<file path="src/rtl/i2c_seq_pkg.sv">
// ----------------------------------------------------------------------------
// i2c_seq_pkg
// Shared definitions for the SSD1306 power-up sequencer:
//   - seq_state_t      : sequencer state encoding
//   - CTRL_CMD_STREAM  : SSD1306 control byte announcing a command stream
//   - SSD1306_INIT     : power-up command bytes, sent in array order
//   - BACKOFF_CYCLES   : idle gap before a retry (retry build only)
//   - WAIT_BUSY_CYCLES : how long the controller gets to raise busy
// ----------------------------------------------------------------------------
package i2c_seq_pkg;

    typedef enum logic [2:0] {
        IDLE,
        LAUNCH,
        WAIT_BUSY,
        STREAM,
        WAIT_DONE,
        BACKOFF,
        DONE,
        ERROR
    } seq_state_t;

    localparam logic [7:0] CTRL_CMD_STREAM = 8'h00;

    localparam int INIT_LEN = 25;

    // 128x64 panel with internal charge pump.
    localparam logic [7:0] SSD1306_INIT [INIT_LEN] = '{
        8'hAE,          // display off
        8'hD5, 8'h80,   // clock divide / oscillator
        8'hA8, 8'h3F,   // multiplex ratio 64
        8'hD3, 8'h00,   // display offset 0
        8'h40,          // start line 0
        8'h8D, 8'h14,   // charge pump on
        8'h20, 8'h00,   // horizontal addressing
        8'hA1,          // segment remap
        8'hC8,          // COM scan descending
        8'hDA, 8'h12,   // COM pin config
        8'h81, 8'hCF,   // contrast
        8'hD9, 8'hF1,   // pre-charge period
        8'hDB, 8'h40,   // VCOMH deselect level
        8'hA4,          // follow RAM content
        8'hA6,          // normal (not inverted)
        8'hAF           // display on
    };

    localparam int BACKOFF_CYCLES   = 1024;
    localparam int WAIT_BUSY_CYCLES = 16;

endpackage

</file>
<file path="src/rtl/i2c_cmd_rom.sv">
// ----------------------------------------------------------------------------
// i2c_cmd_rom
// Combinational command table: maps a command index to its init byte.
// Indices past the end of the table read as 8'h00. Swap the package table
// to drive a different panel with the same sequencer.
//   addr  in  6  command index (0..63)
//   data  out 8  command byte at addr
// ----------------------------------------------------------------------------
module i2c_cmd_rom (
    input  logic [5:0] addr,
    output logic [7:0] data
);
    import i2c_seq_pkg::*;

    // NOTE: a constant lookup table holds no state, so there is nothing to reset.
    always_comb begin
        data = 8'h00;
        for (int i = 0; i < INIT_LEN; i++) begin
            if (addr == 6'(i)) data = SSD1306_INIT[i];
        end
    end

endmodule

</file>
<file path="src/rtl/i2c_init_sequencer.sv">
// ----------------------------------------------------------------------------
// i2c_init_sequencer
// Drives I2C_Controller through a single write transaction that powers up an
// SSD1306: device address, control byte 0x00, then NUM_CMDS ROM bytes chained
// with send_additional_data. Reports sticky done / error and keeps seq_busy
// high while the sequence owns the bus.
//
// Build option: define I2C_SEQ_RETRY_EN to retry a faulted transaction
// (after a BACKOFF_CYCLES quiet gap) up to MAX_RETRIES times before ERROR.
//
// Ports:
//   clk                   in   system clock (27 MHz)
//   reset                 in   synchronous, active-high
//   go                    in   launch request (level or pulse)
//   busy                  in   controller transaction in progress
//   NACK                  in   controller missing-ACK pulse
//   data_saved            in   controller latched data_in
//   start                 out  one-cycle start pulse
//   address_in            out  device write address
//   data_in               out  byte currently offered
//   send_additional_data  out  data_in holds an unsent byte
//   done                  out  sticky: sequence completed cleanly
//   error                 out  sticky: NACK or timeout, retries exhausted
//   seq_busy              out  sequence active (not IDLE/DONE/ERROR)
// ----------------------------------------------------------------------------
module i2c_init_sequencer #(
    parameter logic [7:0] DEV_ADDR       = 8'h78,
    parameter int         NUM_CMDS       = 25,
    parameter int         TIMEOUT_CYCLES = 2_700_000,
    parameter int         MAX_RETRIES    = 3
) (
    input  logic       clk,
    input  logic       reset,
    input  logic       go,
    input  logic       busy,
    input  logic       NACK,
    input  logic       data_saved,
    output logic       start,
    output logic [7:0] address_in,
    output logic [7:0] data_in,
    output logic       send_additional_data,
    output logic       done,
    output logic       error,
    output logic       seq_busy
);
    import i2c_seq_pkg::*;

    localparam int IDX_W = $clog2(NUM_CMDS + 1);
    localparam int WD_W  = $clog2(TIMEOUT_CYCLES + 1);

    seq_state_t       state, state_n;
    logic [IDX_W-1:0] idx, idx_n;
    logic [7:0]       data_n;
    logic             sad_n, done_n, error_n;
    logic             fault, fault_n;      // NACK seen during this attempt
    logic [WD_W-1:0]  wd, wd_n;            // watchdog, cleared at LAUNCH
    logic             go_q;
    logic             active, resolve, launch, nack_seen;
    logic [5:0]       rom_addr;
    logic [7:0]       rom_byte;

`ifdef I2C_SEQ_RETRY_EN
    localparam int RT_W = (MAX_RETRIES < 1) ? 1 : $clog2(MAX_RETRIES + 1);
    localparam int BO_W = $clog2(BACKOFF_CYCLES);

    logic [RT_W-1:0] retry_cnt, retry_n;
    logic [BO_W-1:0] bo_cnt, bo_n;
`endif

    // Byte idx+1 is ROM[idx]; clamp so the ROM never sees an index past the table.
    assign rom_addr = (idx < IDX_W'(NUM_CMDS)) ? 6'(idx) : 6'(NUM_CMDS - 1);

    i2c_cmd_rom u_rom (
        .addr (rom_addr),
        .data (rom_byte)
    );

    assign active     = state inside {LAUNCH, WAIT_BUSY, STREAM, WAIT_DONE};
    assign nack_seen  = fault || NACK;
    assign start      = (state == LAUNCH);
    assign seq_busy   = !(state inside {IDLE, DONE, ERROR});
    assign address_in = DEV_ADDR;

    // NOTE: every variable gets its hold value first, so no path infers a latch.
    always_comb begin
        state_n = state;
        idx_n   = idx;
        data_n  = data_in;
        sad_n   = send_additional_data;
        done_n  = done;
        error_n = error;
        fault_n = fault;
        wd_n    = wd;
        resolve = 1'b0;
        launch  = 1'b0;
`ifdef I2C_SEQ_RETRY_EN
        retry_n = retry_cnt;
        bo_n    = bo_cnt;
`endif

        if (active) begin
            wd_n = wd + 1'b1;
            if (NACK) fault_n = 1'b1;
        end

        case (state)
            IDLE:      launch = go && !busy;
            LAUNCH:    state_n = WAIT_BUSY;
            WAIT_BUSY: begin
                if (busy) state_n = STREAM;
                else if (wd == WD_W'(WAIT_BUSY_CYCLES)) resolve = 1'b1;
            end
            STREAM: begin
                // A NACKed transaction is only resolved once the controller lets go.
                if (!busy && nack_seen) begin
                    resolve = 1'b1;
                end else if (data_saved) begin
                    if (idx < IDX_W'(NUM_CMDS)) begin
                        idx_n  = idx + 1'b1;
                        data_n = rom_byte;
                    end else begin
                        sad_n   = 1'b0;
                        state_n = WAIT_DONE;
                    end
                end
            end
            WAIT_DONE: begin
                if (!busy) begin
                    if (nack_seen) begin
                        resolve = 1'b1;
                    end else begin
                        state_n = DONE;
                        done_n  = 1'b1;
                    end
                end
            end
`ifdef I2C_SEQ_RETRY_EN
            BACKOFF: begin
                // The quiet gap restarts if anything else grabs the bus.
                if (busy) bo_n = '0;
                else if (bo_cnt == BO_W'(BACKOFF_CYCLES - 1)) launch = 1'b1;
                else bo_n = bo_cnt + 1'b1;
            end
`endif
            // Terminal: only a fresh go edge re-runs the sequence.
            DONE, ERROR: launch = go && !go_q && !busy;
            default:     state_n = IDLE;
        endcase

        // Watchdog fires regardless of what the controller is doing.
        if (active && wd == WD_W'(TIMEOUT_CYCLES - 1)) resolve = 1'b1;

        if (resolve) begin
            sad_n  = 1'b0;
            done_n = 1'b0;
`ifdef I2C_SEQ_RETRY_EN
            if (retry_cnt == RT_W'(MAX_RETRIES)) begin
                state_n = ERROR;
                error_n = 1'b1;
            end else begin
                state_n = BACKOFF;
                bo_n    = BO_W'(1);   // the fault cycle itself had busy=0
            end
`else
            state_n = ERROR;
            error_n = 1'b1;
`endif
        end

        if (launch) begin
            state_n = LAUNCH;
            idx_n   = '0;
            data_n  = CTRL_CMD_STREAM;
            sad_n   = 1'b1;
            fault_n = 1'b0;
            wd_n    = '0;
            done_n  = 1'b0;
            error_n = 1'b0;
`ifdef I2C_SEQ_RETRY_EN
            retry_n = (state == BACKOFF) ? retry_cnt + 1'b1 : '0;
`endif
        end
    end

    // NOTE: non-blocking assignments so every register samples pre-edge values.
    always_ff @(posedge clk) begin
        if (reset) begin
            state                <= IDLE;
            idx                  <= '0;
            data_in              <= 8'h00;
            send_additional_data <= 1'b0;
            done                 <= 1'b0;
            error                <= 1'b0;
            fault                <= 1'b0;
            wd                   <= '0;
            go_q                 <= 1'b0;
`ifdef I2C_SEQ_RETRY_EN
            retry_cnt            <= '0;
            bo_cnt               <= '0;
`endif
        end else begin
            state                <= state_n;
            idx                  <= idx_n;
            data_in              <= data_n;
            send_additional_data <= sad_n;
            done                 <= done_n;
            error                <= error_n;
            fault                <= fault_n;
            wd                   <= wd_n;
            go_q                 <= go;
`ifdef I2C_SEQ_RETRY_EN
            retry_cnt            <= retry_n;
            bo_cnt               <= bo_n;
`endif
        end
    end

endmodule

</file>
<file path="config.mk">
export PLATFORM = sky130hd
export DESIGN_NAME = i2c_init_sequencer
export DESIGN_NICKNAME = d
export VERILOG_FILES = /design/src/rtl/i2c_seq_pkg.sv /design/src/rtl/i2c_cmd_rom.sv /design/src/rtl/i2c_init_sequencer.sv
export SDC_FILE = /design/constraint.sdc
export NUM_CORES = 1
export LEC_CHECK = 0
export ABC_AREA = 1
export BUFFER_PORTS_ARGS = -buffer_cell sky130_fd_sc_hd__buf_2
export CORE_UTILIZATION = 34
export DETAILED_ROUTE_END_ITERATION = 6
export PLACE_DENSITY = 0.49
export SYNTH_ARGS = -nofsm -noshare
export SYNTH_HDL_FRONTEND = slang
export SYNTH_HIERARCHICAL = 1
export SYNTH_SLANG_ARGS = --single-unit
export TNS_END_PERCENT = 30
</file>
<file path="constraint.sdc">
create_clock -name clk -period 2.6 [get_ports clk]
set_input_delay 0.26 -clock clk [delete_from_list [all_inputs] [get_ports clk]]
set_output_delay 0.26 -clock clk [all_outputs]
set_load 0.1 [all_outputs]
</file>
==> flow_summary.toml <==
[status]
status = "finished, final reports clean"

[worst_setup_path]
worst_case_register_to_register_setup_slack_ns = 0.46
critical_path.reg2reg.startpoint = "idx[3]"
timing.critical_path.arrival_ns = 2.33
reg2regPathDepth = 14
crit_type = "register to register"
worstPathRequired_ns = 2.79
r2r-end = "data_in[1]"
startpoint_class = "register"
critical-path-top-delay-family = "simple AND/OR/NAND/NOR gates"
cp_slowest_cell = "sky130_fd_sc_hd__dfxtp_1"
worst-path-buf-inv = 4
critical-path-max-stage-delay_ns = 0.38
highest_fanout_seen_on_the_critical_path = 8
crit_path_cell_trace = "nand2_1, inv_1, nand2_1, inv_1, nor2_1, inv_2, nand2_1, nor2_2, o21ai_0, inv_1, nor2_1, nand3_1, o21ai_0, nor2_1"
timing.critical_path.to_type = "register"

[synth]
yosys_register_bits = 43
post_synthesis_average_cell_area_sq_um = 5.827
seq_area_frac_synth_pct = 28.14
synth.cell_area_sq_mm = 0.003059
syn_inst = 525
ys_warn_count = 6
synth_cell_type_count = 29

[clock_network]
cts_hold_buffers = 0
cts-root-buf = "sky130_fd_sc_hd__clkbuf_8"
clock_tree.htree_level_count = 2
postCtsSetupRepairBufs = 0
clock_tree_from_tritoncts = "done"
cts.path.max_buffers = 2
cts.repair.resized = 0
worst_setup_hold_path_clk_slew_ns = 0.08
numCtsBuffers = 5
clock-sinks = 43
clkLatencyLatePin_ns = 0.30

[sta]
timing.final.hold_violations = 0
timing_worst_slew_pin_value_ns = 0.6385
worst_clock_skew_ns = 0.007520
timing.max_slew.rel_slack_pct = 57.28
setup_viol = 0
finalMaxSlewViolations = 0
max_clock_freq_mhz = 467.3
grt_setup_unrepaired = "no"
final_cycle_utilization_of_the_critical_path_pct = 82.31
tns_ns = 0
layout_min_cycle_time_ns = 2.140

[global_route]
globalRouteTotalUtil_pct = 17.68
gr-total-overflow = 0
grt_antenna_before_repair = 0
pin_count_of_the_biggest_net_entering_global_routing = 22
grt_pass1_vias = 2972
grt_pass1_wl_um = 13730

[drt]
detail_route.first_pass.iterations = 5
route.met2.wl_um = 3739
wirelength_met1_um = 3807
route.detailed.vias_per_inst = 4.770
routed-wl-met3_um = 274
drt.antenna.violating_nets = 0
wirelength_um = 7923
routed-via-count = 3096
routedWlPerCell_um = 12.21
residual_drc_count = 0
dr.max_layer_used = "met4"
detail_route.iter0.violations = 113

[placed_design]
port_buffers = 18
detailed_place.area_sq_mm = 0.003164
place_hpwl_um = 6151
gp_routability_congestion = 0.8745

[power]
p_sw_w = 0.001069
switching_share_of_power_pct = 48.97
power.density_cell_area_mw_per_mm2 = 671.1
pwr-share-clk_pct = 20.7
power.static_leakage_nw = 1.477
pwr-share-comb_pct = 44.4
power.share.sequential_pct = 34.8
total_power_w = 0.002182
vdd.ir_drop.worst_v = 0.0004113
internal_power_w = 0.001114

[job]
maxCapViolCount = 0

[floorplan]
fp.coreArea_sq_mm = 0.008721
floorplan.rows = 34
design.die.area_sq_mm = 0.009381
floorplan.die.height_um = 96.86
fp.dieW_um = 96.86
design.portCount = 27
initial_utilization_pct = 35.08

[finish]
design.final.nets = 550
postLayoutCellArea_sq_mm = 0.003252
antenna_cells_inserted = 0
area_growth_syn_to_layout_pct = 6.299
final_util_pct = 37.29
layout-drive-gt1-share_pct = 8.872

[worst_hold_path]
worstHoldPathType = "primary input to register"
min_from = "go"
cell_depth_of_the_worst_hold_path = 3
hold_path_end = "go_q"
==> worst max-delay path by stage <==
stage | from | end | slack [ns] | depth (start not counted)
5_1_grt | idx[3] | data_in[1] | 0.18 | 14
6_report | idx[3] | data_in[1] | 0.46 | 14
4_1_cts | idx[3] | data_in[1] | 0.49 | 14
3_3_place_gp | idx[3] | data_in[1] | 0.49 | 14
2_1_floorplan | idx[1] | data_in[7] | 0.99 | 13
3_5_place_dp | idx[3] | data_in[1] | 0.51 | 14
==> registers in the layout, summed over array words and instances, names as in the netlist <==
signal,count
wd,22
data_in,8
idx,5
state,3
done,1
error,1
fault,1
go_q,1
send_additional_data,1
==> worst reg2reg max path, stage by stage (launching register included) <==
cell and delay (ns):
sky130_fd_sc_hd__dfxtp_1 0.38, sky130_fd_sc_hd__nand2_1 0.09, sky130_fd_sc_hd__inv_1 0.06, sky130_fd_sc_hd__nand2_1 0.10, sky130_fd_sc_hd__inv_1 0.07, sky130_fd_sc_hd__nor2_1 0.38, sky130_fd_sc_hd__inv_2 0.12, sky130_fd_sc_hd__nand2_1 0.10
sky130_fd_sc_hd__nor2_2 0.05, sky130_fd_sc_hd__o21ai_0 0.13, sky130_fd_sc_hd__inv_1 0.08, sky130_fd_sc_hd__nor2_1 0.09, sky130_fd_sc_hd__nand3_1 0.08, sky130_fd_sc_hd__o21ai_0 0.24, sky130_fd_sc_hd__nor2_1 0.07
==> metrics by stage <==
stage | setup slack [ns] | instances | hold slack [ns]
floorplan | 0.9861 | 534 | 0.3291
global placement | 0.4944 | 642 | 0.4545
detailed placement | 0.5100 | 642 | 0.4597
CTS | 0.4933 | 649 | 0.1688
global route | 0.1750 | 649 | 0.1825
finish | 0.4599 | 649 | 0.1807
==> power groups by stage <==
stage / sequential (W) / clock, W / combinational, W
4_1_cts: 0.000759 / 0.000466 / 0.000977
6_report: 0.000760 / 0.000453 / 0.000970
2_1_floorplan: 0.000816 / 0 / 0.000863
5_1_grt: 0.000768 / 0.000497 / 0.00106
3_3_place_gp: 0.000775 / 0 / 0.000978
3_5_place_dp: 0.000774 / 0 / 0.000975
==> final cells by class <==
type,count,area [sq um]
fill,1008,5469
timing repair buffer,20,105.1
multi-input combinational,403,1808
tap,108,135.1
clock inverter,1,5.005
inverter,68,255.2
clock buffer,6,82.58
sequential,43,860.8
==> cells in the final DEF, fill, tap and decap left out <==
| cell | instances |
|---|---|
| sky130_fd_sc_hd__inv_2 | 6 |
| sky130_fd_sc_hd__ha_1 | 3 |
| sky130_fd_sc_hd__nand4_1 | 6 |
| sky130_fd_sc_hd__o21ai_1 | 3 |
| sky130_fd_sc_hd__a21oi_1 | 29 |
| sky130_fd_sc_hd__nand3_1 | 43 |
| sky130_fd_sc_hd__nor2_4 | 5 |
| sky130_fd_sc_hd__xor2_1 | 5 |
| sky130_fd_sc_hd__nor2_2 | 5 |
| sky130_fd_sc_hd__nor2_1 | 100 |
| sky130_fd_sc_hd__a211oi_1 | 1 |
| sky130_fd_sc_hd__clkinv_2 | 1 |
| sky130_fd_sc_hd__o21ai_0 | 21 |
| sky130_fd_sc_hd__nor3b_1 | 1 |
| sky130_fd_sc_hd__inv_1 | 62 |
| sky130_fd_sc_hd__a31oi_1 | 1 |
| sky130_fd_sc_hd__nand2_1 | 149 |
| sky130_fd_sc_hd__nand2_2 | 3 |
| sky130_fd_sc_hd__nand3b_1 | 3 |
| sky130_fd_sc_hd__a21boi_0 | 1 |
| sky130_fd_sc_hd__conb_1 | 11 |
| sky130_fd_sc_hd__nor3_1 | 11 |
| sky130_fd_sc_hd__buf_2 | 18 |
| sky130_fd_sc_hd__nor3_2 | 2 |
| sky130_fd_sc_hd__dfxtp_1 | 43 |
| sky130_fd_sc_hd__clkbuf_8 | 6 |
| sky130_fd_sc_hd__buf_4 | 2 |
==> logic make-up after synthesis <==
logic type	count (synthesis)	share of synthesized area, %
DFF	43	28.14
and+or+nand+nor	328	45.73
xor gates and xnor gates	5	1.431
buffers and inverters	88	13.86
adders and majority gates	3	1.227
other	2	0.2455
AOI/OAI and AO/OA	56	9.366
==> synthesized netlist by cell type, drive strengths merged <==
library cell | count | share of area [%]
o21ai | 24 | 3.9
buf | 17 | 5.1
nor3b | 1 | 0.25
nand2 | 152 | 19
nand3 | 43 | 7.0
ha | 3 | 1.2
nor2 | 110 | 15
nand3b | 3 | 0.74
a21oi | 29 | 4.7
dfxtp | 43 | 28
inv | 68 | 8.3
nand4 | 6 | 1.2
xor2 | 5 | 1.4
conb | 2 | 0.25
clkbuf | 3 | 0.41
nor3 | 13 | 2.5
a211oi | 1 | 0.25
a31oi | 1 | 0.20
a21boi | 1 | 0.25
==> layer usage <==
layer  track usage (%)  vias up
li1                  -     1652
met1             22.82     1372
met2             30.77       62
met3             2.601       10
met4             4.363        0
met5                 0        -
No activity file was read; power rests on OpenSTA's default activity.
